## config.mk

```make
export PLATFORM = sky130hd
export DESIGN_NAME = alu_seq_flat
export DESIGN_NICKNAME = d
export VERILOG_FILES = /design/src/rtl/alu_seq_if.sv /design/src/rtl/alu_seq.sv /design/src/flat_wrapper.sv
export SDC_FILE = /design/constraint.sdc
export NUM_CORES = 1
export LEC_CHECK = 0
export CAP_MARGIN = 40
export CORE_MARGIN = 10
export CORE_UTILIZATION = 61
export DETAILED_ROUTE_END_ITERATION = 12
export PLACE_DENSITY = 0.95
export SYNTH_ARGS = -nofsm -noshare
export SYNTH_HDL_FRONTEND = slang
export SYNTH_SLANG_ARGS = --single-unit
```

## constraint.sdc

```tcl
create_clock -name clk -period 4.1 [get_ports clk]
set_input_delay 0.82 -clock clk [delete_from_list [all_inputs] [get_ports clk]]
set_output_delay 0.82 -clock clk [all_outputs]
set_load 0.02 [all_outputs]
```

## src/rtl/alu_seq_if.sv

```systemverilog
// Handshake and data bus for the sequential ALU.
// master: issues operations and consumes results; slave: the ALU itself.
interface alu_seq_if #(
  parameter int N = 8
);
  logic         in_valid;
  logic         in_ready;
  logic [3:0]   alu_control;
  logic [N-1:0] a;
  logic [N-1:0] b;
  logic         out_valid;
  logic         out_ready;
  logic [N-1:0] result;
  logic         out_err;
  logic [3:0]   alu_flags;

  modport master (
    output in_valid, alu_control, a, b, out_ready,
    input  in_ready, out_valid, result, out_err, alu_flags
  );

  modport slave (
    input  in_valid, alu_control, a, b, out_ready,
    output in_ready, out_valid, result, out_err, alu_flags
  );
endinterface

```

## src/rtl/alu_seq.sv

```systemverilog
// Parametrised N-bit sequential ALU with persistent {V,N,Z,C} flag register.
// Shifts/rotates iterate one bit per cycle. Optional iterative unsigned
// multiply on opcode 1110 when ALU_MUL_EN is defined; otherwise 1110 is reserved.
module alu_seq #(
  parameter  int N  = 8,
  localparam int SW = $clog2(N),
  localparam int CW = SW + 1
) (
  input  logic      clk,
  input  logic      reset_n,
  alu_seq_if.slave  bus
);

  localparam logic [3:0] OP_ADD  = 4'b0000;
  localparam logic [3:0] OP_SUB  = 4'b0001;
  localparam logic [3:0] OP_ADC  = 4'b0010;
  localparam logic [3:0] OP_SBC  = 4'b0011;
  localparam logic [3:0] OP_AND  = 4'b0100;
  localparam logic [3:0] OP_OR   = 4'b0101;
  localparam logic [3:0] OP_XOR  = 4'b0110;
  localparam logic [3:0] OP_NOT  = 4'b0111;
  localparam logic [3:0] OP_LSL  = 4'b1000;
  localparam logic [3:0] OP_LSR  = 4'b1001;
  localparam logic [3:0] OP_ASR  = 4'b1010;
  localparam logic [3:0] OP_ROR  = 4'b1011;
  localparam logic [3:0] OP_CMP  = 4'b1100;
  localparam logic [3:0] OP_PASS = 4'b1101;
`ifdef ALU_MUL_EN
  localparam logic [3:0] OP_MUL  = 4'b1110;
`endif

`ifdef ALU_MUL_EN
  typedef enum logic [1:0] {IDLE, SHIFT, DONE, MUL} state_t;
`else
  typedef enum logic [1:0] {IDLE, SHIFT, DONE} state_t;
`endif

  state_t         state;
  logic [N-1:0]   result_q;
  logic [3:0]     flags_q;
  logic           err_q;
  logic [CW-1:0]  cnt;
  logic [N-1:0]   sh_val;
  logic [1:0]     sh_op;
  logic           sh_c;

  logic           accept;
  logic [3:0]     op;
  logic [SW-1:0]  shamt;
  logic [N-1:0]   y;
  logic           cin;
  logic [N:0]     sum;
  logic           v_arith;
  logic [N-1:0]   ires;
  logic [3:0]     iflags;
  logic           ierr;
  logic           upd_nz;
  logic           go_shift;
  logic [N-1:0]   sh_nxt;
  logic           sh_cn;

`ifdef ALU_MUL_EN
  logic [2*N-1:0] mul_acc;
  logic [2*N-1:0] mul_mcand;
  logic [N-1:0]   mul_mplier;
  logic [2*N-1:0] mul_acc_nxt;
  logic           mul_hi;
  logic           go_mul;
`endif

  assign bus.in_ready  = reset_n & ((state == IDLE) | ((state == DONE) & bus.out_ready));
  assign bus.out_valid = (state == DONE);
  assign bus.result    = result_q;
  assign bus.out_err   = err_q;
  assign bus.alu_flags = flags_q;
  assign accept        = bus.in_valid & bus.in_ready;

  // Single-cycle datapath: result/flags for ops that complete on the accepting edge.
  always_comb begin
    op       = bus.alu_control;
    shamt    = bus.b[SW-1:0];
    y        = bus.b;
    cin      = 1'b0;
    case (op)
      OP_SUB, OP_CMP: begin y = ~bus.b; cin = 1'b1;       end
      OP_ADC:         begin             cin = flags_q[0]; end
      OP_SBC:         begin y = ~bus.b; cin = flags_q[0]; end
      default:        ;
    endcase
    sum     = {1'b0, bus.a} + {1'b0, y} + {{N{1'b0}}, cin};
    v_arith = (bus.a[N-1] == y[N-1]) & (sum[N-1] != bus.a[N-1]);

    ires     = result_q;
    iflags   = flags_q;
    ierr     = 1'b0;
    upd_nz   = 1'b0;
    go_shift = 1'b0;
`ifdef ALU_MUL_EN
    go_mul   = 1'b0;
`endif
    case (op)
      OP_ADD, OP_SUB, OP_ADC, OP_SBC: begin
        ires   = sum[N-1:0];
        iflags = {v_arith, sum[N-1], sum[N-1:0] == '0, sum[N]};
      end
      OP_CMP:  iflags = {v_arith, sum[N-1], sum[N-1:0] == '0, sum[N]};
      OP_AND:  begin ires = bus.a & bus.b; upd_nz = 1'b1; end
      OP_OR:   begin ires = bus.a | bus.b; upd_nz = 1'b1; end
      OP_XOR:  begin ires = bus.a ^ bus.b; upd_nz = 1'b1; end
      OP_NOT:  begin ires = ~bus.a;        upd_nz = 1'b1; end
      OP_PASS: begin ires = bus.b;         upd_nz = 1'b1; end
      OP_LSL, OP_LSR, OP_ASR, OP_ROR: begin
        if (shamt == '0) begin
          ires   = bus.a;
          upd_nz = 1'b1;
        end else begin
          go_shift = 1'b1;
        end
      end
`ifdef ALU_MUL_EN
      OP_MUL:  go_mul = 1'b1;
`endif
      default: begin ires = '0; ierr = 1'b1; end
    endcase
    if (upd_nz) iflags[2:1] = {ires[N-1], ires == '0};
  end

  // One-bit shift step; sh_op is the low two opcode bits (LSL/LSR/ASR/ROR).
  always_comb begin
    sh_nxt = sh_val;
    sh_cn  = sh_c;
    case (sh_op)
      2'b00: begin sh_nxt = {sh_val[N-2:0], 1'b0};      sh_cn = sh_val[N-1]; end
      2'b01: begin sh_nxt = {1'b0, sh_val[N-1:1]};      sh_cn = sh_val[0];   end
      2'b10: begin sh_nxt = {sh_val[N-1], sh_val[N-1:1]}; sh_cn = sh_val[0]; end
      default: begin sh_nxt = {sh_val[0], sh_val[N-1:1]}; sh_cn = sh_val[0]; end
    endcase
  end

`ifdef ALU_MUL_EN
  // Shift-add step: add the shifted multiplicand when the current multiplier bit is set.
  always_comb begin
    mul_acc_nxt = mul_acc + (mul_mplier[0] ? mul_mcand : '0);
    mul_hi      = |mul_acc_nxt[2*N-1:N];
  end
`endif

  // Control FSM with registered result, error and flag outputs.
  always_ff @(posedge clk or negedge reset_n) begin
    if (!reset_n) begin
      state    <= IDLE;
      result_q <= '0;
      flags_q  <= '0;
      err_q    <= 1'b0;
      cnt      <= '0;
      sh_val   <= '0;
      sh_op    <= '0;
      sh_c     <= 1'b0;
`ifdef ALU_MUL_EN
      mul_acc    <= '0;
      mul_mcand  <= '0;
      mul_mplier <= '0;
`endif
    end else begin
      case (state)
        IDLE, DONE: begin
          if (accept) begin
            if (go_shift) begin
              state  <= SHIFT;
              sh_val <= bus.a;
              sh_op  <= op[1:0];
              sh_c   <= flags_q[0];
              cnt    <= {1'b0, shamt};
`ifdef ALU_MUL_EN
            end else if (go_mul) begin
              state      <= MUL;
              mul_acc    <= '0;
              mul_mcand  <= {{N{1'b0}}, bus.a};
              mul_mplier <= bus.b;
              cnt        <= CW'(N);
`endif
            end else begin
              state    <= DONE;
              result_q <= ires;
              flags_q  <= iflags;
              err_q    <= ierr;
            end
          end else if ((state == DONE) && bus.out_ready) begin
            state <= IDLE;
          end
        end
        SHIFT: begin
          sh_val <= sh_nxt;
          sh_c   <= sh_cn;
          cnt    <= cnt - 1'b1;
          if (cnt == CW'(1)) begin
            state    <= DONE;
            result_q <= sh_nxt;
            flags_q  <= {flags_q[3], sh_nxt[N-1], sh_nxt == '0, sh_cn};
            err_q    <= 1'b0;
          end
        end
`ifdef ALU_MUL_EN
        MUL: begin
          mul_acc    <= mul_acc_nxt;
          mul_mcand  <= mul_mcand << 1;
          mul_mplier <= mul_mplier >> 1;
          cnt        <= cnt - 1'b1;
          if (cnt == CW'(1)) begin
            state    <= DONE;
            result_q <= mul_acc_nxt[N-1:0];
            flags_q  <= {mul_hi, mul_acc_nxt[N-1], mul_acc_nxt[N-1:0] == '0, mul_hi};
            err_q    <= 1'b0;
          end
        end
`endif
        default: state <= IDLE;
      endcase
    end
  end

endmodule

```

## src/flat_wrapper.sv

```systemverilog
// flat-port wrapper written by rule: the top's interface ports become plain ports
module alu_seq_flat 
#(
  parameter  int N  = 8,
  localparam int SW = $clog2(N),
  localparam int CW = SW + 1
)
  (clk, reset_n, bus_in_valid, bus_alu_control, bus_a, bus_b, bus_out_ready, bus_in_ready, bus_out_valid, bus_result, bus_out_err, bus_alu_flags);
  alu_seq_if #(.N(N)) bus_i ();
  input  logic clk;
  input  logic reset_n;
  input wire logic [$bits(bus_i.in_valid)-1:0] bus_in_valid;
  input wire logic [$bits(bus_i.alu_control)-1:0] bus_alu_control;
  input wire logic [$bits(bus_i.a)-1:0] bus_a;
  input wire logic [$bits(bus_i.b)-1:0] bus_b;
  input wire logic [$bits(bus_i.out_ready)-1:0] bus_out_ready;
  output wire logic [$bits(bus_i.in_ready)-1:0] bus_in_ready;
  output wire logic [$bits(bus_i.out_valid)-1:0] bus_out_valid;
  output wire logic [$bits(bus_i.result)-1:0] bus_result;
  output wire logic [$bits(bus_i.out_err)-1:0] bus_out_err;
  output wire logic [$bits(bus_i.alu_flags)-1:0] bus_alu_flags;
  assign bus_i.in_valid = bus_in_valid;
  assign bus_i.alu_control = bus_alu_control;
  assign bus_i.a = bus_a;
  assign bus_i.b = bus_b;
  assign bus_i.out_ready = bus_out_ready;
  assign bus_in_ready = bus_i.in_ready;
  assign bus_out_valid = bus_i.out_valid;
  assign bus_result = bus_i.result;
  assign bus_out_err = bus_i.out_err;
  assign bus_alu_flags = bus_i.alu_flags;
  alu_seq #(.N(N)) u_core (.clk(clk), .reset_n(reset_n), .bus(bus_i));
endmodule
```

==> results.toml <==
[outcome]
outcome = "complete, no violations"

[place]
dp_hpwl_um = 7260
placed_area_um2 = 3520
port_buffers = 38
gp_congestion = 0.978
dp_slack_ns = -0.0254
numPlacedInstances = 466

[clock_network]
clk_latency_ns = 0.29
hold_buffers = 0
clkTransAtPathRegs_ns = 0.07
clockRootBuffer = "clkbuf_8"
cts_tree = "built"
htreeDepth = 2
numCtsBuffers = 5
clock_sinks = 29
clk_path_buf_depth = 2

[die]
initial_core_util = 0.635
core_area_um2 = 4790
die_y_um = 90.6
die_w_um = 90.6
ios = 39
num_rows = 25
dieArea_um2 = 8200

[worst_setup_path]
path_cells = "clkdlybuf4s50_1, buf_4, nand4bb_1, o21ai_0, fa_1, inv_1, fa_1, inv_1, a31oi_1, mux2i_1, a221o_1, a2111oi_4, a311oi_1, nor2_1"
crit_buf_inv = 4
critPathCaptureType = "flip-flop"
crit_arrival_ns = 4.14
path_max_fanout = 16
cp_slowest_cell = "clkdlybuf4s50_1"
r2r_cells = 12
path_depth = 14
cp_top_family = "compound AO/OA/AOI/OAI gates"
crit_required_ns = 4.32
crit_type = "primary input to flip-flop"
max_stage_delay_ns = 0.54
start_kind = "primary input"

[global_route]
use_met3 = 0.0565
use_met2 = 0.362
use_met1 = 0.282
grt_max_degree = 31
grt_pass1_wl_um = 15800
grt_pass1_vias = 3196
top_usage_layer = "met2"
grt-ovfl-total = 0
grt_use_total = 0.230
antenna_found_initial = 0

[detailed_routing]
drt_iter0_markers = 410
detail-route-antenna-nets = 0
vias_per_cell = 6.84
drtPass1Iterations = 6
drcViolationCount = 0
num_vias = 3250
drt-wirelength-per-cell_um = 20.5
routed_wl_um = 9740

[synthesis]
ys_seq_elements = 29
ys_top_cells_by_area = "dfrtp_1, ha_1, nand2_1"
synth_flop_cell = "dfrtp_1"
yosysWarnings = 0
syn_inst = 363
yosys.area.top_type = "dfrtp_1"
synth.distinct_cells = 65
ys_async_sr_fraction = 1.00
ys_seq_area_frac = 0.239
synthesis.nets = 415
synth-edff-count = 0
synth_top_area_frac = 0.239
avgSynthCellArea_um2 = 8.37
synth_area_um2 = 3040

[hold_path]
hold_class = "flip-flop to flip-flop"
whs_path_depth = 1

[sta]
fmax_mhz = 256
min_period_ns = 3.91
hold_viol = 0
skew_ns = 0.00689
setup_violations = 0
finalCritPeriodShare = 0.954
drv_slew = 0
maxSlewHeadroom = 0.431
worst_slew_pin_slew_ns = 0.850
whs_ns = 0.480
rsz0062_at_grt = "false"
fin_ws_ns = 0.187

[cells_and_area]
nNetsFinal = 459
stdcell_count = 475
final_cell_mix = "nand2_1, clkdlybuf4s50_1, inv_1"
final_common_cell = "nand2_1"
drive_gt1_frac = 0.105
antennaDiodeCount = 0
area_growth_pct = 20.1
design_area_um2 = 3650

[pwr]
power_leakage_nw = 1.62
vdd_drop_max_v = 0.000375
design_power_total_mw = 1.82
power.density_nw_per_um2 = 499

[flow_run]
max_cap_viol_count = 0
-- repair_timing --
item	CTS	global route
buffers inserted	0	1
setup endpoints to repair	0	1
gates resized for setup	0	1
-- cells by family (layout without fill, tap and decap cells) --
family	Yosys count	in the layout	synth area share
compound gates	98	98	0.231
simple gates	125	125	0.215
xor+xnor	14	14	0.0404
flops	29	29	0.239
fa+ha+maj	28	28	0.120
mux	20	20	0.0828
buf+inv	49	94	0.0721
-- registers in the layout, indices dropped and copies added, names as in the netlist --
name and flops:
u_core.bus.out_err 1, u_core.sh_op 2, u_core.sh_val 8, u_core.bus.result 8, u_core.state 2, u_core.cnt 4, u_core.bus.alu_flags 4
-- cell usage after synthesis, drive strengths merged (2+ instances only) --
master,n
nand2,43
inv,30
nor2,30
dfrtp,29
ha,26
o21ai,23
a21oi,21
mux2i,15
xnor2,12
buf,11
nor2b,9
a211oi,8
clkbuf,8
nand3,7
nor3,7
a21o,5
a31oi,5
nand2b,5
nor4,5
o221ai,5
a2111oi,4
mux4,4
nor3b,4
o31ai,4
nand4,3
o211ai,3
a211o,2
a21boi,2
a22oi,2
a2bb2oi,2
fa,2
nand3b,2
nand4bb,2
o22ai,2
xor2,2
-- power by group --
| group | leakage, nW | switching [mW] | internal [mW] |
|---|---|---|---|
| registers | 0.357 | 0.149 | 0.415 |
| clock network | 0.0585 | 0.119 | 0.198 |
| logic | 1.20 | 0.528 | 0.414 |
-- final timing paths --
check                                          end               startpoint  slack [ns]
max                        u_core.bus.alu_flags[1]       bus_alu_control[2]        0.19
min                        u_core.bus.alu_flags[3]  u_core.bus.alu_flags[3]        0.48
max reg2reg                u_core.bus.alu_flags[1]  u_core.bus.alu_flags[0]        1.14
min reg2reg                u_core.bus.alu_flags[3]  u_core.bus.alu_flags[3]        0.48
max in group asynchronous     u_core.bus.result[1]                  reset_n        2.87
min in group asynchronous         u_core.sh_val[6]                  reset_n        0.94
-- through the flow --
stage / TNS (ns) / utilization
2_1_floorplan: 0 / -
3_3_place_gp: 0 / 0.736
3_5_place_dp: -0.0254 / 0.736
4_1_cts: 0 / 0.761
5_1_grt: 0 / 0.763
6_report: 0 / 0.763
-- layer usage --
layer	routed length, µm	up-vias	share of wire
met5	0	-	0
met4	533	0	0.055
met3	1210	77	0.12
met2	4430	279	0.45
met1	3570	1491	0.37
li1	-	1403	-
-- worst register-to-register path, cell delays in order, from the launching register on --
cell       delay (ns)
dfrtp_1          0.43
nand4bb_1        0.15
o21ai_0          0.12
fa_1             0.40
inv_1            0.09
fa_1             0.22
inv_1            0.07
a31oi_1          0.32
mux2i_1          0.14
a221o_1          0.41
a2111oi_4        0.25
a311oi_1         0.17
nor2_1           0.13
-- cell type report --
class,count,area [µm²]
multi-input cells,285,2100
clock inverters,1,30.0
clock buffers,7,86.3
fillers,342,1140
flip-flops and latches,29,726
inverters,30,113
well taps,67,83.8
repair buffers,56,515
Power figures use the tool's default switching activity.
